===== src/rtl/pdm_mic_capture.sv =====
// PDM microphone front end: divides clk into M_CLK, boxcar-decimates the bit stream,
// packs two 16-bit samples per word and writes them into a memory ring buffer.
module pdm_mic_capture #(
    parameter int          CLK_DIV    = 25,
    parameter int          DECIMATION = 64,
    parameter logic [31:0] BASE_ADDR  = 32'h0000_0000,
    parameter int          BUF_WORDS  = 1024
) (
    input  logic        clk,
    input  logic        rst_n,
    input  logic        enable_i,
    input  logic        m_data_i,
    output logic        m_clk_o,
    output logic        m_lrsel_o,
    output logic        cyc_o,
    output logic        stb_o,
    output logic        we_o,
    output logic [31:0] addr_o,
    output logic [31:0] data_o,
    input  logic        ack_i,
    output logic        overrun_o,
    output logic [31:0] words_written_o
);

    localparam int          DIV_W    = $clog2(CLK_DIV);
    localparam logic [DIV_W-1:0] DIV_LAST = DIV_W'(CLK_DIV - 1);
    localparam logic [15:0] DEC_LAST = 16'(DECIMATION - 1);
    localparam logic [31:0] END_ADDR = BASE_ADDR + 32'(4 * BUF_WORDS);

    typedef enum logic {IDLE, WRITE} state_t;

    logic [1:0]       sync_reg;
    logic [DIV_W-1:0] div_cnt_reg;
    logic             m_clk_reg;
    logic [15:0]      acc_reg;
    logic [15:0]      bit_cnt_reg;
    logic             half_reg;
    logic [15:0]      low_reg;
    logic [31:0]      word_reg;
    logic             word_valid_reg;
    state_t           state_reg;
    state_t           state_next;

    logic        pdm_bit;
    logic        div_wrap;
    logic        bit_strobe;
    logic [15:0] sample_sum;
    logic [31:0] addr_inc;

    assign pdm_bit    = sync_reg[1];
    assign div_wrap   = enable_i && (div_cnt_reg == DIV_LAST);
    // A bit is taken on the falling edge of M_CLK, i.e. a wrap while M_CLK is high
    assign bit_strobe = div_wrap && m_clk_reg;
    assign sample_sum = acc_reg + {15'd0, pdm_bit};
    assign addr_inc   = addr_o + 32'd4;

    assign m_clk_o   = m_clk_reg;
    assign m_lrsel_o = 1'b0;

    always_ff @(posedge clk) begin
        if (!rst_n) begin
            sync_reg <= 2'b00;
        end else begin
            sync_reg <= {sync_reg[0], m_data_i};
        end
    end

    always_ff @(posedge clk) begin
        if (!rst_n || !enable_i) begin
            div_cnt_reg <= '0;
            m_clk_reg   <= 1'b0;
        end else if (div_wrap) begin
            div_cnt_reg <= '0;
            m_clk_reg   <= ~m_clk_reg;
        end else begin
            div_cnt_reg <= div_cnt_reg + 1'b1;
        end
    end

    // Decimator and packer; word_valid_reg is a one-cycle handoff to the write FSM
    always_ff @(posedge clk) begin
        if (!rst_n) begin
            acc_reg        <= '0;
            bit_cnt_reg    <= '0;
            half_reg       <= 1'b0;
            low_reg        <= '0;
            word_reg       <= '0;
            word_valid_reg <= 1'b0;
        end else begin
            word_valid_reg <= 1'b0;
            if (!enable_i) begin
                acc_reg     <= '0;
                bit_cnt_reg <= '0;
                half_reg    <= 1'b0;
                low_reg     <= '0;
            end else if (bit_strobe) begin
                if (bit_cnt_reg == DEC_LAST) begin
                    acc_reg     <= '0;
                    bit_cnt_reg <= '0;
                    if (half_reg) begin
                        word_reg       <= {sample_sum, low_reg};
                        word_valid_reg <= 1'b1;
                        half_reg       <= 1'b0;
                    end else begin
                        low_reg  <= sample_sum;
                        half_reg <= 1'b1;
                    end
                end else begin
                    acc_reg     <= sample_sum;
                    bit_cnt_reg <= bit_cnt_reg + 16'd1;
                end
            end
        end
    end

    always_ff @(posedge clk) begin
        if (!rst_n) begin
            state_reg <= IDLE;
        end else begin
            state_reg <= state_next;
        end
    end

    always_comb begin
        state_next = state_reg;
        case (state_reg)
            IDLE:    if (word_valid_reg) state_next = WRITE;
            WRITE:   if (ack_i)          state_next = IDLE;
            default: state_next = IDLE;
        endcase
    end

    always_comb begin
        cyc_o = 1'b0;
        stb_o = 1'b0;
        we_o  = 1'b0;
        if (state_reg == WRITE) begin
            cyc_o = 1'b1;
            stb_o = 1'b1;
            we_o  = 1'b1;
        end
    end

    // No skid buffer: any word arriving while a write is outstanding is lost
    always_ff @(posedge clk) begin
        if (!rst_n) begin
            addr_o          <= BASE_ADDR;
            data_o          <= '0;
            overrun_o       <= 1'b0;
            words_written_o <= '0;
        end else begin
            if (state_reg == IDLE) begin
                if (word_valid_reg) data_o <= word_reg;
            end else begin
                if (word_valid_reg) overrun_o <= 1'b1;
                if (ack_i) begin
                    words_written_o <= words_written_o + 32'd1;
                    addr_o          <= (addr_inc == END_ADDR) ? BASE_ADDR : addr_inc;
                end
            end
        end
    end

endmodule


===== config.mk =====
export PLATFORM = sky130hd
export DESIGN_NAME = pdm_mic_capture
export DESIGN_NICKNAME = d
export VERILOG_FILES = /design/src/rtl/pdm_mic_capture.sv
export SDC_FILE = /design/constraint.sdc
export NUM_CORES = 1
export LEC_CHECK = 0
export CELL_PAD_IN_SITES_DETAIL_PLACEMENT = 0
export CELL_PAD_IN_SITES_GLOBAL_PLACEMENT = 2
export CORE_MARGIN = 2
export CORE_UTILIZATION = 33
export CTS_CLUSTER_SIZE = 30
export DETAILED_ROUTE_END_ITERATION = 6
export PLACE_DENSITY_LB_ADDON = 0.1
export RECOVER_POWER = 50
export SYNTH_ARGS = -nofsm -noshare
export SYNTH_HDL_FRONTEND = slang
export SYNTH_SLANG_ARGS = --single-unit
export TNS_END_PERCENT = 100

===== constraint.sdc =====
create_clock -name clk -period 3.5 [get_ports clk]
set_clock_uncertainty 0.05 [all_clocks]
set_input_delay 0.35 -clock clk [delete_from_list [all_inputs] [get_ports clk]]
set_output_delay 0.35 -clock clk [all_outputs]
set_load 0.02 [all_outputs]

==> impl_summary.md <==
Global route
For this run, the total global-route usage over all layers was measured as about 15%. The first global-routing pass estimated ~33000 µm of wire. The total global routing overflow is 0. Entering global routing, the biggest net connects 80 pins. The number of antenna violations at the first check in global routing was 0. The via count of the first global-routing pass was 6272.

Clock tree
The number of buffers on the longest clock path is 2. In this run, post-CTS repair resized a total of 0 instances. The number of buffers inserted during clock tree synthesis is 17.

The number of H-tree branching levels is 4. The TritonCTS clock tree is yes. The number of hold buffers added after cts is 0. The clock-pin transition on the worst setup and hold timing paths is ~80 ps. The root buffer cell chosen for the clock tree is sky130_fd_sc_hd__clkbuf_16.

The setup fix buffers added after clock tree synthesis is 0. The tree built by TritonCTS fans out to 186 sinks. The clock insertion delay at the later pin of the skew report is 430 ps.

Detailed routing
In the final routed layout, each cell accounts on average for 14.6 µm. After detailed routing, the number of vias per cell comes to 4.84. Once detail routing completed, the nets flagged for antenna violations numbered 0. After detailed routing, the number of remaining DRC violations is 0. The routed via count is 6629. The initial DRC count is 207. The routed wire length is ~20000 µm. Before antenna repair, the detailed router went through 4 iterations.

Synthesis
For this run, the leading register cell type out of synthesis is sky130_fd_sc_hd__dfxtp_1. After synthesis the netlist holds a flip-flop and latch count of 186. The share of synthesized area in the top cell type comes to 45.4%. Summing the sequential cell areas from Yosys gives around 45% of the chip area. The number of distinct library cell variants in the gate-level netlist after synthesis is 46.

By area the synthesized netlist is led by sky130_fd_sc_hd__dfxtp_1 45%, sky130_fd_sc_hd__nand2_1 8.1%, sky130_fd_sc_hd__xnor2_1 5.6%. The largest total area in the synthesized netlist belongs to sky130_fd_sc_hd__dfxtp_1. Each instance of the synthesized netlist takes up on average between 8 and 9 µm². The count of flip-flops with a built-in enable after synthesis is 0.

The cell count after synthesis came out at 954. Yosys printed 0 warnings. In this run the cell area of the synthesized design comes to approximately 8000 µm². The share of flip-flops with an asynchronous set or reset is 0%.

Pwr
The power density over the cells is 409 nW/µm². Summed over all cells, the static leakage comes to 0.00382 µW. The total power is 4120 µW. The peak supply drop is 0.000246 V.

Setup path
The endpoint class of the critical path is a flop. For the worst setup path, the data arrival time is 3420 ps. The endpoint required time on the critical path is 3760 ps.

The critical path launch point type is a flop. The critical setup path kind is flop to flop. The top fanout value on the critical path is 10.

Finish
The layout cell share with drive strength beyond 1 is 5.45%. The register cell area after layout is 3720 µm². The layout has 2530 filler cells. Leaving out fill and tap cells, the most frequent cell in the layout is sky130_fd_sc_hd__dfxtp_1. The number of antenna diodes in the final layout is 0.

The final-stage net count is 1044. Summing all multi-input logic gate instances after layout gives 4200 µm². Leaving out fill and tap cells, the most frequent cells in the layout are 186 x sky130_fd_sc_hd__dfxtp_1, 176 x sky130_fd_sc_hd__nand2_1, 84 x sky130_fd_sc_hd__dlygate4sd3_1. Compared with the post-synthesis result, the final layout area differs by 23.1%.

Place
The number of port buffers is slightly above 100. The HPWL after detailed placement is 13800 µm. Routability-driven placement finished with a final weighted congestion of 0.776.

STA
Setup violations remaining at the end of the flow were counted as 0. The post-layout minimum cycle time is 3160 ps. Setup repair after global routing left no endpoint under its margin. The count of pins over their slew limit is 0.

The highest clock frequency the design can meet is 316 MHz. The max-slew headroom at the worst pin is 3.66%. In the final timing run, aggregate negative setup slack is 0 ps. The hold violation total from the final report was 0. The slew at the pin closest to its max-slew limit is 1450 ps. In the finished design, the share of the clock period the worst path needs comes to 90.3%.

Die
The standard-cell row count is 57. The die span in x is roughly 160 µm. The vertical extent of the die is 162 µm. Once the floorplan was initialized, standard cells occupied 33.7% of the core. During I/O placement, the number of pins put on the boundary was 107. The overall die area is 26100 µm².

The core region is 24300 µm².

Flow run
The tool flagged a number of max-cap violations equal to 0.

Outcome
The run finished with clean final reports.

Min path
The path class of the lowest-slack min-delay path is primary input to flop.
[cell type report]
cell class              count  share of cell area [%]
clock buffers              20                    4.53
clock inverters            12                    1.30
inverters                   6                   0.223
multi-input cells         699                    41.6
well taps                 324                    4.02
flip-flops and latches    186                    36.9
repair buffers            122                    11.4
[synth_stat cells (6+ instances only)]
cell                         n
sky130_fd_sc_hd__nand2_1   176
sky130_fd_sc_hd__o211a_1    14
sky130_fd_sc_hd__a21oi_1    10
sky130_fd_sc_hd__a21boi_0   59
sky130_fd_sc_hd__buf_2       6
sky130_fd_sc_hd__or3_1      15
sky130_fd_sc_hd__nor2b_1     6
sky130_fd_sc_hd__nand4_1    27
sky130_fd_sc_hd__dfxtp_1   186
sky130_fd_sc_hd__a211oi_1   17
sky130_fd_sc_hd__xor2_1     39
sky130_fd_sc_hd__and3_1     14
sky130_fd_sc_hd__inv_1       6
sky130_fd_sc_hd__and2_1     46
sky130_fd_sc_hd__and4_1     10
sky130_fd_sc_hd__nand3_1    37
sky130_fd_sc_hd__o21ai_0    30
sky130_fd_sc_hd__nor3_1     10
sky130_fd_sc_hd__clkbuf_1   52
sky130_fd_sc_hd__nor2_1     79
sky130_fd_sc_hd__xnor2_1    52
sky130_fd_sc_hd__ha_1        7
[final timing paths]
| path | from | to | slack, ps | cells past startpoint |
|---|---|---|---|---|
| worst min register to register | sync_reg[0] | sync_reg[1] | 390 | 1 |
| worst max register to register | addr_o[5] | addr_o[18] | 340 | 8 |
| worst min-delay path | rst_n | words_written_o[31] | 320 | 2 |
| worst max-delay path | addr_o[5] | addr_o[18] | 340 | 8 |
[worst max-delay path, stage by stage (launching register included)]
cell,delay (ps)
sky130_fd_sc_hd__dfxtp_1,520
sky130_fd_sc_hd__nand4_4,250
sky130_fd_sc_hd__or4_1,760
sky130_fd_sc_hd__o31a_1,320
sky130_fd_sc_hd__nor4_2,280
sky130_fd_sc_hd__nand4b_2,220
sky130_fd_sc_hd__o31ai_4,360
sky130_fd_sc_hd__buf_4,230
sky130_fd_sc_hd__nor2_1,60
[where the power goes]
group	leakage, µW	switching (µW)	internal [µW]
clock	0.000277	902	1040
sequential	0.00150	1.26	2120
combinational	0.00205	39.2	19.8
total	0.00382	942	3180
[layer usage]
metal | part of all wire (%) | global-route usage (%)
met5 | 0 | 0
met4 | 1.1 | 4.26
met3 | 3.2 | 2.98
met2 | 46 | 25.4
met1 | 49 | 20.6
[metrics by stage]
stage | setup WS, ps | utilization [%] | hold WS [ps] | cell area, µm² | std cells
after floorplan | 495 | - | 362 | 8200 | 956
after global placement | 420 | 39.1 | 368 | 9510 | 1337
after detailed placement | 247 | 39.1 | 374 | 9510 | 1337
after CTS | 244 | 41.5 | 310 | 10100 | 1369
after global routing | 72.0 | 41.5 | 318 | 10100 | 1369
final | 340 | 41.5 | 324 | 10100 | 1369
[cell families (layout without fill, tap and decap cells)]
family / after synthesis / in the layout / synth area share (%)
mux: 4 / 4 / 0.488
xor+xnor: 91 / 91 / 9.72
other cells: 1 / 3 / 0.0458
flops: 186 / 186 / 45.4
fa+ha+maj: 7 / 7 / 1.07
compound gates: 152 / 152 / 13.5
buf+inv: 71 / 160 / 3.66
simple gates: 442 / 442 / 26.1
(Power assumes the default switching activity.)
